$ cat config.mk
export PLATFORM = sky130hd
export DESIGN_NAME = barrido_primos
export DESIGN_NICKNAME = d
export VERILOG_FILES = /design/src/rtl/barrido_primos_pkg.sv /design/src/rtl/barrido_primos_temporizador.sv /design/src/rtl/barrido_primos.sv
export SDC_FILE = /design/constraint.sdc
export NUM_CORES = 1
export LEC_CHECK = 0
export CORE_UTILIZATION = 47
export DETAILED_ROUTE_END_ITERATION = 8
export GPL_TIMING_DRIVEN = 0
export PLACE_DENSITY_LB_ADDON = 0.2
export SETUP_SLACK_MARGIN = 0.15
export SLEW_MARGIN = 20
export SYNTH_ARGS = -nofsm -noshare
export SYNTH_HDL_FRONTEND = slang
export SYNTH_HIERARCHICAL = 1
export SYNTH_SLANG_ARGS = --single-unit
$ cat constraint.sdc
create_clock -name clk -period 1.85 [get_ports clk]
set_clock_uncertainty 0.2 [all_clocks]
set_input_delay 0.555 -clock clk [delete_from_list [all_inputs] [get_ports clk]]
set_output_delay 0.555 -clock clk [all_outputs]
set_load 0.005 [all_outputs]
$ cat src/rtl/barrido_primos_pkg.sv
// Shared types and golden primality reference for the prime sweep.
// Golden comparison logic is only instantiated with PRIME_CHECK_EN.
package barrido_primos_pkg;

    typedef enum logic [1:0] {
        IDLE,
        ESPERA,
        FIN
    } estado_t;

    localparam logic [15:0] MASCARA_PRIMOS_4 = 16'h28AC;

    // Trial division by constant divisors; unrolls into a fixed comparator tree
    function automatic logic es_primo(input logic [15:0] n);
        logic p;
        p = (n >= 16'd2);
        for (int unsigned i = 2; i < 256; i++) begin
            if ((i * i) <= 32'(n) && (32'(n) % i) == 0) begin
                p = 1'b0;
            end
        end
        return p;
    endfunction

endpackage

$ cat src/rtl/barrido_primos_temporizador.sv
// Dwell counter: counts while enabled, fin marks the last clock of a hold.
module temporizador_permanencia #(
    parameter int DWELL = 10
) (
    input  logic i_clk,
    input  logic i_rst,
    input  logic i_clr,
    input  logic i_en,
    output logic o_fin
);

    localparam int CW = (DWELL > 1) ? $clog2(DWELL) : 1;

    logic [CW-1:0] r_cnt;
    logic          w_fin;

    assign w_fin = (r_cnt == CW'(DWELL - 1));
    assign o_fin = w_fin;

    always_ff @(posedge i_clk or posedge i_rst) begin
        if (i_rst) begin
            r_cnt <= '0;
        end else if (i_clr) begin
            r_cnt <= '0;
        end else if (i_en) begin
            r_cnt <= w_fin ? '0 : r_cnt + 1'b1;
        end
    end

endmodule

$ cat src/rtl/barrido_primos.sv
// Sweeps numero over all values, samples led_in per value, reports mask and count.
// Optional macro PRIME_CHECK_EN adds a golden primality comparator driving error.
module barrido_primos
    import barrido_primos_pkg::*;
#(
    parameter int WIDTH = 4,
    parameter int DWELL = 10
) (
    input  logic                clk,
    input  logic                rst,
    input  logic                start,
    input  logic                led_in,
    output logic [WIDTH-1:0]    numero,
    output logic                busy,
    output logic                done,
    output logic [2**WIDTH-1:0] mascara,
    output logic [WIDTH:0]      cuenta,
    output logic                error
);

    localparam logic [WIDTH-1:0] ULTIMO = WIDTH'(2**WIDTH - 1);

    estado_t             r_estado;
    logic [WIDTH-1:0]    r_numero;
    logic                r_busy;
    logic                r_done;
    logic [2**WIDTH-1:0] r_mascara;
    logic [WIDTH:0]      r_cuenta;
    logic                w_fin;
    logic                w_clr;
    logic                w_en;

    assign w_clr = (r_estado != ESPERA);
    assign w_en  = (r_estado == ESPERA);

    temporizador_permanencia #(
        .DWELL(DWELL)
    ) u_temp (
        .i_clk(clk),
        .i_rst(rst),
        .i_clr(w_clr),
        .i_en (w_en),
        .o_fin(w_fin)
    );

`ifdef PRIME_CHECK_EN
    logic r_error;
    logic w_golden;

    assign w_golden = es_primo(16'(r_numero));
    assign error    = r_error;
`else
    assign error = 1'b0;
`endif

    always_ff @(posedge clk or posedge rst) begin
        if (rst) begin
            r_estado  <= IDLE;
            r_numero  <= '0;
            r_busy    <= 1'b0;
            r_done    <= 1'b0;
            r_mascara <= '0;
            r_cuenta  <= '0;
`ifdef PRIME_CHECK_EN
            r_error   <= 1'b0;
`endif
        end else begin
            unique case (r_estado)
                IDLE: begin
                    if (start) begin
                        r_numero  <= '0;
                        r_mascara <= '0;
                        r_cuenta  <= '0;
                        r_busy    <= 1'b1;
                        r_estado  <= ESPERA;
`ifdef PRIME_CHECK_EN
                        r_error   <= 1'b0;
`endif
                    end
                end
                ESPERA: begin
                    if (w_fin) begin
                        r_mascara[r_numero] <= led_in;
                        r_cuenta <= r_cuenta + (WIDTH + 1)'(led_in);
`ifdef PRIME_CHECK_EN
                        if (led_in != w_golden) begin
                            r_error <= 1'b1;
                        end
`endif
                        // Final value: stop here rather than wrapping numero
                        if (r_numero == ULTIMO) begin
                            r_done   <= 1'b1;
                            r_estado <= FIN;
                        end else begin
                            r_numero <= r_numero + 1'b1;
                        end
                    end
                end
                FIN: begin
                    r_done   <= 1'b0;
                    r_busy   <= 1'b0;
                    r_estado <= IDLE;
                end
                default: begin
                    r_estado <= IDLE;
                end
            endcase
        end
    end

    assign numero  = r_numero;
    assign busy    = r_busy;
    assign done    = r_done;
    assign mascara = r_mascara;
    assign cuenta  = r_cuenta;

endmodule

==> flow_summary.toml, run 1 <==
[sta]
slew_headroom_pct = 57.5
worst_slew_pin_slew_ns = 0.636
maxSlewViolCount = 0
hold_slack_ns = 0.294
setup_violations = 0
period_needed_ns = 1.85
hold_violations = 0
timing.fmax_ghz = 0.541
setup_repair_after_global_routing_missed_its_margin = "yes"
timing.final.crit_share_pct = 100

[critical_path]
worst_ep_required_time_ns = 1.83
reg2reg_from = "numero[0]"
cp_max_fanout = 4
setup.worst_path.start_class = "flop"
r2r_setup_slack_ns = 0.0005
timing.critical_path.to_type = "flop"
worstSetupStartpoint = "numero[0]"
arrival_ns = 1.83
setup.worst_path.class = "flop to flop"

[floorplan]
die_height_um = 65.1
ioPinCount = 32
die_area_um2 = 4240
initial_utilization_pct = 50.0
die_width_um = 65.1
core_area_um2 = 3740
placement_rows = 22

[synthesis]
synth_area_um2 = 1870
synthCells = 184
syn-mean-instance-area_um2 = 10.2
synth.yosys.seq_area_share_pct = 44.1
ys_seq_elements = 33
synth_largest_type_area_fraction_pct = 44.1
synth_mux_area_share_pct = 3.41
synth_top_cell_by_area = "sky130_fd_sc_hd__dfrtp_1"
netlist-cell-type-count = 43
synth_top_family_by_area = "simple AND/OR/NAND/NOR gates"
compound_cell_area_share_of_the_yosys_netlist_pct = 18.9
count_of_synthesis_stage_warnings_from_yosys = 6
synth.top_cells.by_area = "sky130_fd_sc_hd__dfrtp_1 44%, sky130_fd_sc_hd__ha_1 5.3%, sky130_fd_sc_hd__a211o_1 4.7%, sky130_fd_sc_hd__a22o_1 4.2%, sky130_fd_sc_hd__nor4b_2 4.0%"
syn_nets = 196
synth_fa_ha_area_share_pct = 5.35
synthSimpleGateAreaFrac_pct = 21.6
synth_xor_area_share_pct = 0.468

[detailed_routing]
drtPass1Iterations = 5
via_count = 1858
totalWireLength_um = 5780
final_antenna_net_count = 0
via_per_inst = 5.99
wl_per_cell_um = 18.7
drcViolationCount = 0
drt_iter0_drcs = 148

[power]
worst_ir_drop_vdd_mv = 0.775
report.power.total_uw = 3750
static_power_due_to_leakage_uw = 0.00130
power-per-cell-area_nw_per_um2 = 1310

[clocking]
cts_max_level = 2
cts_made_buffers = 5
clock_input_transition_at_the_sequential_cells_of_the_worst_setup_and_hold_paths_ns = 0.07
clkSinkCount = 33
cts_buffer_depth = 2
worst_skew_pair.late_latency_ns = 0.29
cts_root_buf = "sky130_fd_sc_hd__clkbuf_8"
cts_tree = "yes"

[hold_path]
critical_hold_path_startpoint = "mascara[7]"
timing.hold.worst.class = "flop to flop"

[grt]
grt_max_degree = 30
track_usage_pct = 26.6
antenna_violations_before_repair = 0
via_count_of_the_first_global_routing_pass = 1825
globalRoute.totalOverflow = 0
grt_first_pass_wirelength_um = 8520

[finish]
drive_gt1_share_pct = 38.2
most_frequent_standard_cell_in_the_layout_excluding_fill_and_tap_cells = "sky130_fd_sc_hd__buf_4"
antenna_cells = 0
layout_common_cells = "35 x sky130_fd_sc_hd__buf_4, 28 x sky130_fd_sc_hd__dfrtp_1, 15 x sky130_fd_sc_hd__nand2_1"
finalCoreUtilization_pct = 76.5
area_growth_pct = 52.9
finalNetCount = 274

[run_status]
run_status = "complete, no violations"

[flow_run]
timing.max_cap.violations = 0

[placement]
routabilityCongestion = 0.820
port-buffer-count = 30
post-dp-hpwl_um = 3140
## worst max-delay path, stage by stage (launching register included)
cell                      delay (ns)
sky130_fd_sc_hd__dfrtp_2        0.45
sky130_fd_sc_hd__inv_4          0.09
sky130_fd_sc_hd__ha_4           0.14
sky130_fd_sc_hd__or3b_1         0.36
sky130_fd_sc_hd__a211o_1        0.29
sky130_fd_sc_hd__a22o_1         0.21
## Yosys cell counts
| library cell | count |
|---|---|
| sky130_fd_sc_hd__dfrtp_1 | 33 |
| sky130_fd_sc_hd__nand2_1 | 15 |
| sky130_fd_sc_hd__inv_1 | 11 |
| sky130_fd_sc_hd__o21ai_0 | 11 |
| sky130_fd_sc_hd__a211o_1 | 10 |
| sky130_fd_sc_hd__a22o_1 | 9 |
| sky130_fd_sc_hd__nand3_1 | 9 |
| sky130_fd_sc_hd__ha_1 | 8 |
| sky130_fd_sc_hd__nand3b_1 | 7 |
| sky130_fd_sc_hd__a21oi_1 | 6 |
| sky130_fd_sc_hd__buf_2 | 5 |
| sky130_fd_sc_hd__clkbuf_1 | 5 |
| sky130_fd_sc_hd__mux2i_1 | 5 |
| sky130_fd_sc_hd__nor2_1 | 5 |
| sky130_fd_sc_hd__nor4b_2 | 5 |
| sky130_fd_sc_hd__nand2b_1 | 3 |
| sky130_fd_sc_hd__nand4b_1 | 3 |
| sky130_fd_sc_hd__o211ai_1 | 3 |
| sky130_fd_sc_hd__or3b_1 | 3 |
| sky130_fd_sc_hd__and3_1 | 2 |
| sky130_fd_sc_hd__buf_4 | 2 |
| sky130_fd_sc_hd__nor3_1 | 2 |
| sky130_fd_sc_hd__or2_2 | 2 |
| sky130_fd_sc_hd__a211oi_1 | 1 |
| sky130_fd_sc_hd__a21boi_0 | 1 |
| sky130_fd_sc_hd__a21oi_2 | 1 |
| sky130_fd_sc_hd__a311oi_1 | 1 |
| sky130_fd_sc_hd__and4b_1 | 1 |
| sky130_fd_sc_hd__buf_6 | 1 |
| sky130_fd_sc_hd__conb_1 | 1 |
| sky130_fd_sc_hd__mux2i_2 | 1 |
| sky130_fd_sc_hd__nand3b_2 | 1 |
| sky130_fd_sc_hd__nor2b_1 | 1 |
| sky130_fd_sc_hd__nor3b_1 | 1 |
| sky130_fd_sc_hd__o21a_1 | 1 |
| sky130_fd_sc_hd__o22a_1 | 1 |
| sky130_fd_sc_hd__o22ai_1 | 1 |
| sky130_fd_sc_hd__o2bb2ai_1 | 1 |
| sky130_fd_sc_hd__o31a_1 | 1 |
| sky130_fd_sc_hd__o31ai_1 | 1 |
| sky130_fd_sc_hd__or3_1 | 1 |
| sky130_fd_sc_hd__or3b_2 | 1 |
| sky130_fd_sc_hd__xor2_1 | 1 |
## flip-flops by register name, summed over array words and instances (netlist names)
name          count
busy              1
cuenta            5
done              1
mascara          16
numero            4
r_estado          2
u_temp/r_cnt      4
## through the flow
| step | cell area [µm²] | worst slack, ns | TNS [ns] | instances |
|---|---|---|---|---|
| after floorplan | 1950 | 0.0629 | 0 | 184 |
| after global placement | 2310 | -0.452 | -15.05 | 262 |
| after detailed placement | 2310 | -0.494 | -17.30 | 262 |
| after CTS | 2670 | -0.00364 | -0.00364 | 296 |
| after global routing | 2860 | -0.0644 | -0.480 | 310 |
| final | 2860 | 0.000455 | 0 | 310 |
## power breakdown
group / internal (µW) / total [µW] / switching [µW] / leakage [µW]
Clock: 295 / 554 / 259 / 0.0000443
Sequential: 966 / 1150 / 181 / 0.000426
Combinational: 1050 / 2050 / 1000 / 0.000828
## worst paths after layout
check / depth (start not counted) / end
min: 1 / mascara[7]
min reg2reg: 1 / mascara[7]
max in group asynchronous: 2 / numero[3]
min in group asynchronous: 2 / u_temp/r_cnt[1]
max reg2reg: 5 / mascara[0]
max: 5 / mascara[0]
## per-layer routing
metal,vias up,part of all wire [%],GRT usage (%)
met5,-,0,0
met4,0,3.5,11.4
met3,33,6.4,3.82
met2,91,51,46.5
met1,907,39,32.6
li1,827,-,-
## kinds of logic after synthesis
kind of cell / Yosys count
xor+xnor: 1
mux: 6
fa+ha+maj: 8
buf+inv: 24
compound gates: 49
flops: 33
simple gates: 62
other cells: 1
## timing repair
action / 4_1_cts / 5_1_grt
cloned: 2 / 1
setup buffers: 25 / 13
pin swaps: 18 / 11
endpoints found under the setup margin: 83 / 45
gates resized for setup: 61 / 43
hold buffers: 0 / 0
## cell type report
type,instances,area [µm²]
multi-input cells,127,1120
fillers,244,881
flip-flops and latches,33,832
repair buffers,71,618
plain buffers,13,90.1
clock buffers,7,86.3
well taps,48,60.1
inverters,11,52.6
Power figures use the tool's default switching activity.
==> run 2: changes to the inputs <==
--- a/config.mk
+++ b/config.mk
@@ -5,7 +5,8 @@
 export SDC_FILE = /design/constraint.sdc
 export NUM_CORES = 1
 export LEC_CHECK = 0
-export CORE_UTILIZATION = 47
+export CORE_MARGIN = 1.5
+export CORE_UTILIZATION = 46
 export DETAILED_ROUTE_END_ITERATION = 8
 export GPL_TIMING_DRIVEN = 0
 export PLACE_DENSITY_LB_ADDON = 0.2
@@ -13,5 +14,4 @@
 export SLEW_MARGIN = 20
 export SYNTH_ARGS = -nofsm -noshare
 export SYNTH_HDL_FRONTEND = slang
-export SYNTH_HIERARCHICAL = 1
 export SYNTH_SLANG_ARGS = --single-unit
==> run 2 against run 1 <==
  * Register-to-register slack improved by 0.15 ns
  * Clock power is 26% lower
  * Fmax grew 8.3%
  * Die area decreased by 8.8%
  * Critical path depth fell by 3
  * Sequential share of layout area grew 7.5 points
  * Global-route usage decreased by 4.9 points
  * Synthesized area down 14%
  * Setup slack better by 0.14 ns
  * Count of clock-buffer cells in the layout unchanged
  * Critical endpoint is now numero[0]
  * Highest routed layer unchanged
==> flow_summary.toml, run 2 <==
[clocking]
cts_tree = "yes"
cts_max_level = 2
worst_skew_pair.late_latency_ns = 0.34
hold_buffers_post_cts = 0
clkSinkCount = 33
cts_root_buf = "sky130_fd_sc_hd__clkbuf_4"
cts_made_buffers = 5
cts_buffer_depth = 2
clock_input_transition_at_the_sequential_cells_of_the_worst_setup_and_hold_paths_ns = 0.09

[grt]
via_count_of_the_first_global_routing_pass = 1480
grt_first_pass_wirelength_um = 6600
grt_max_degree = 34
track_usage_pct = 21.7
antenna_violations_before_repair = 0
globalRoute.totalOverflow = 0

[finish]
multiInputGateArea_um2 = 848
regArea_um2 = 827
layout_common_cells = "32 x sky130_fd_sc_hd__dfrtp_1, 29 x sky130_fd_sc_hd__o21ai_1, 27 x sky130_fd_sc_hd__buf_4"
antenna_cells = 0
drive_gt1_share_pct = 42.4
area_growth_pct = 40.5
finalCoreUtilization_pct = 67.8
number_of_flip_flops_under_the_largest_register_name = 16
final.fill_count = 265
finalNetCount = 248
most_frequent_standard_cell_in_the_layout_excluding_fill_and_tap_cells = "sky130_fd_sc_hd__dfrtp_1"

[sta]
worst_slew_pin_slew_ns = 0.676
period_needed_ns = 1.71
hold_slack_ns = 0.308
hold_violations = 0
setup_repair_after_global_routing_missed_its_margin = "yes"
timing.final.crit_share_pct = 92.3
setup_violations = 0
slew_headroom_pct = 54.8
maxSlewViolCount = 0
timing.fmax_ghz = 0.585
final.setup.worst_slack_ns = 0.142

[critical_path]
setup.worst_path.class = "flop to primary output"
setup.worst_path.start_class = "flop"
cp_max_fanout = 2
timing.critical_path.to_type = "primary output"
arrival_ns = 0.95
worst_ep_required_time_ns = 1.09

[synthesis]
syn-mean-instance-area_um2 = 9.47
syn_nets = 182
synth.top_cells.by_area = "sky130_fd_sc_hd__dfrtp_1 51%, sky130_fd_sc_hd__o21ai_1 11%, sky130_fd_sc_hd__ha_1 6.2%, sky130_fd_sc_hd__a21oi_1 5.6%, sky130_fd_sc_hd__nand2_1 3.7%"
postSynth.topFlopCell = "sky130_fd_sc_hd__dfrtp_1"
netlist_top_cells_count = "36 x sky130_fd_sc_hd__o21ai_1, 33 x sky130_fd_sc_hd__dfrtp_1, 18 x sky130_fd_sc_hd__a21oi_1"
synth_area_um2 = 1610
synth_mux_area_share_pct = 0.622
compound_cell_area_share_of_the_yosys_netlist_pct = 20.7
synth_top_family_by_area = "compound AO/OA/AOI/OAI gates"
synth_largest_type_area_fraction_pct = 51.3
synth_enable_flop_cells = 0
synth_async_sr_flop_share_pct = 100
count_of_synthesis_stage_warnings_from_yosys = 0
synth_fa_ha_area_share_pct = 6.22
yosys.cell_count.top_type = "sky130_fd_sc_hd__o21ai_1"
synthCells = 170
synth_xor_area_share_pct = 2.18
netlist-cell-type-count = 32
ys_seq_elements = 33
synth_top_cell_by_area = "sky130_fd_sc_hd__dfrtp_1"
synth.yosys.seq_area_share_pct = 51.3
synthSimpleGateAreaFrac_pct = 15.2

[power]
power-per-cell-area_nw_per_um2 = 1290
static_power_due_to_leakage_uw = 0.00108
worst_ir_drop_vdd_mv = 0.712

[floorplan]
initial_utilization_pct = 48.3
die_area_um2 = 3860
placement_rows = 21
core_area_um2 = 3340
die_width_um = 62.2
ioPinCount = 32
die_height_um = 62.2

[detailed_routing]
via_per_inst = 5.30
wl_per_cell_um = 14.7
final_antenna_net_count = 0
drtPass1Iterations = 4
drt_iter0_drcs = 113
drcViolationCount = 0
via_count = 1495
totalWireLength_um = 4140

[hold_path]
timing.hold.worst.class = "flop to flop"

[placement]
routabilityCongestion = 0.856
port-buffer-count = 30
pre_cts_slack_ns = -0.482
post-dp-hpwl_um = 2660

[run_status]
run_status = "complete, no violations"

[flow_run]
timing.max_cap.violations = 0
run 2: cell count changes in the layout (fill, tap and decap cells not counted), moves of 10 or more:
cell,before,now
sky130_fd_sc_hd__o21ai_1,4,29
sky130_fd_sc_hd__clkbuf_2,4,21
sky130_fd_sc_hd__a21oi_1,4,17
sky130_fd_sc_hd__clkdlybuf4s15_1,13,0
sky130_fd_sc_hd__dlygate4sd2_1,14,2
sky130_fd_sc_hd__a211o_1,10,0
run 2: final timing paths:
path                            startpoint          end  slack [ns]  cells after the start
hold reg to reg                mascara[15]  mascara[15]        0.31                      2
setup / recovery                 numero[0]    numero[0]        0.14                      2
hold / removal                 mascara[15]  mascara[15]        0.31                      2
max in group asynchronous              rst  r_estado[1]        0.54                      2
min in group asynchronous              rst   mascara[0]        0.42                      2
setup reg to reg           u_temp.r_cnt[0]   mascara[8]        0.15                      6
run 2: logic make-up (layout without fill, tap and decap cells):
group | after synthesis | in the layout
xor gates and xnor gates | 4 | 4
adders and majority gates | 8 | 8
other | 1 | 1
DFF | 33 | 33
muxes | 1 | 1
AOI/OAI and AO/OA | 62 | 62
and+or+nand+nor | 48 | 48
buffers and inverters | 13 | 79
run 2: repair_timing:
action | 4_1_cts | 5_1_grt
setup endpoints to repair | 52 | 43
pin swaps | 2 | 2
buffers inserted | 19 | 9
resized for setup | 82 | 50
cloned | 0 | 1
run 2: power by group:
part           internal (µW)  switching, µW
Clock                    179            230
Combinational            696            778
Sequential               907            120
run 2: metal layers:
metal	vias to the layer above	wire, µm	share of wire [%]	GRT usage, %
met4	0	94	2.3	12.2
li1	729	-	-	-
met5	-	0	0	0
met2	42	2070	50	34.8
met1	712	1780	43	26.7
met3	12	204	4.9	5.62
run 2: metrics by stage:
step,cell area [µm²],total power [µW],std cells,setup TNS (ns)
6_report,2260,2910,282,0
3_5_place_dp,1970,2180,246,-9.08
2_1_floorplan,1610,1710,170,0
4_1_cts,2180,2720,272,0
5_1_grt,2260,3130,282,0
3_3_place_gp,1970,2130,246,-19.43
run 2: final cells by class:
cell class / count / share of cell area, %
Timing Repair Buffer: 59 / 18.0
Sequential cell: 33 / 36.6
Multi-Input combinational cell: 124 / 37.5
Inverter: 6 / 0.996
Tap cell: 46 / 2.54
Clock buffer: 7 / 2.43
Buffer: 7 / 1.99
run 2: critical path: stages, from the launching register on:
cell                      delay [ns]
sky130_fd_sc_hd__dfrtp_1        0.40
sky130_fd_sc_hd__buf_6          0.12
sky130_fd_sc_hd__buf_6          0.10
==> run 3: changes to the inputs <==
--- a/config.mk
+++ b/config.mk
@@ -8,6 +8,7 @@
 export CORE_MARGIN = 1.5
 export CORE_UTILIZATION = 46
 export DETAILED_ROUTE_END_ITERATION = 8
+export GPL_ROUTABILITY_DRIVEN = 0
 export GPL_TIMING_DRIVEN = 0
 export PLACE_DENSITY_LB_ADDON = 0.2
 export SETUP_SLACK_MARGIN = 0.15
==> results of run 3 <==
The final DEF is identical to that of run 2; final timing and power are the same.
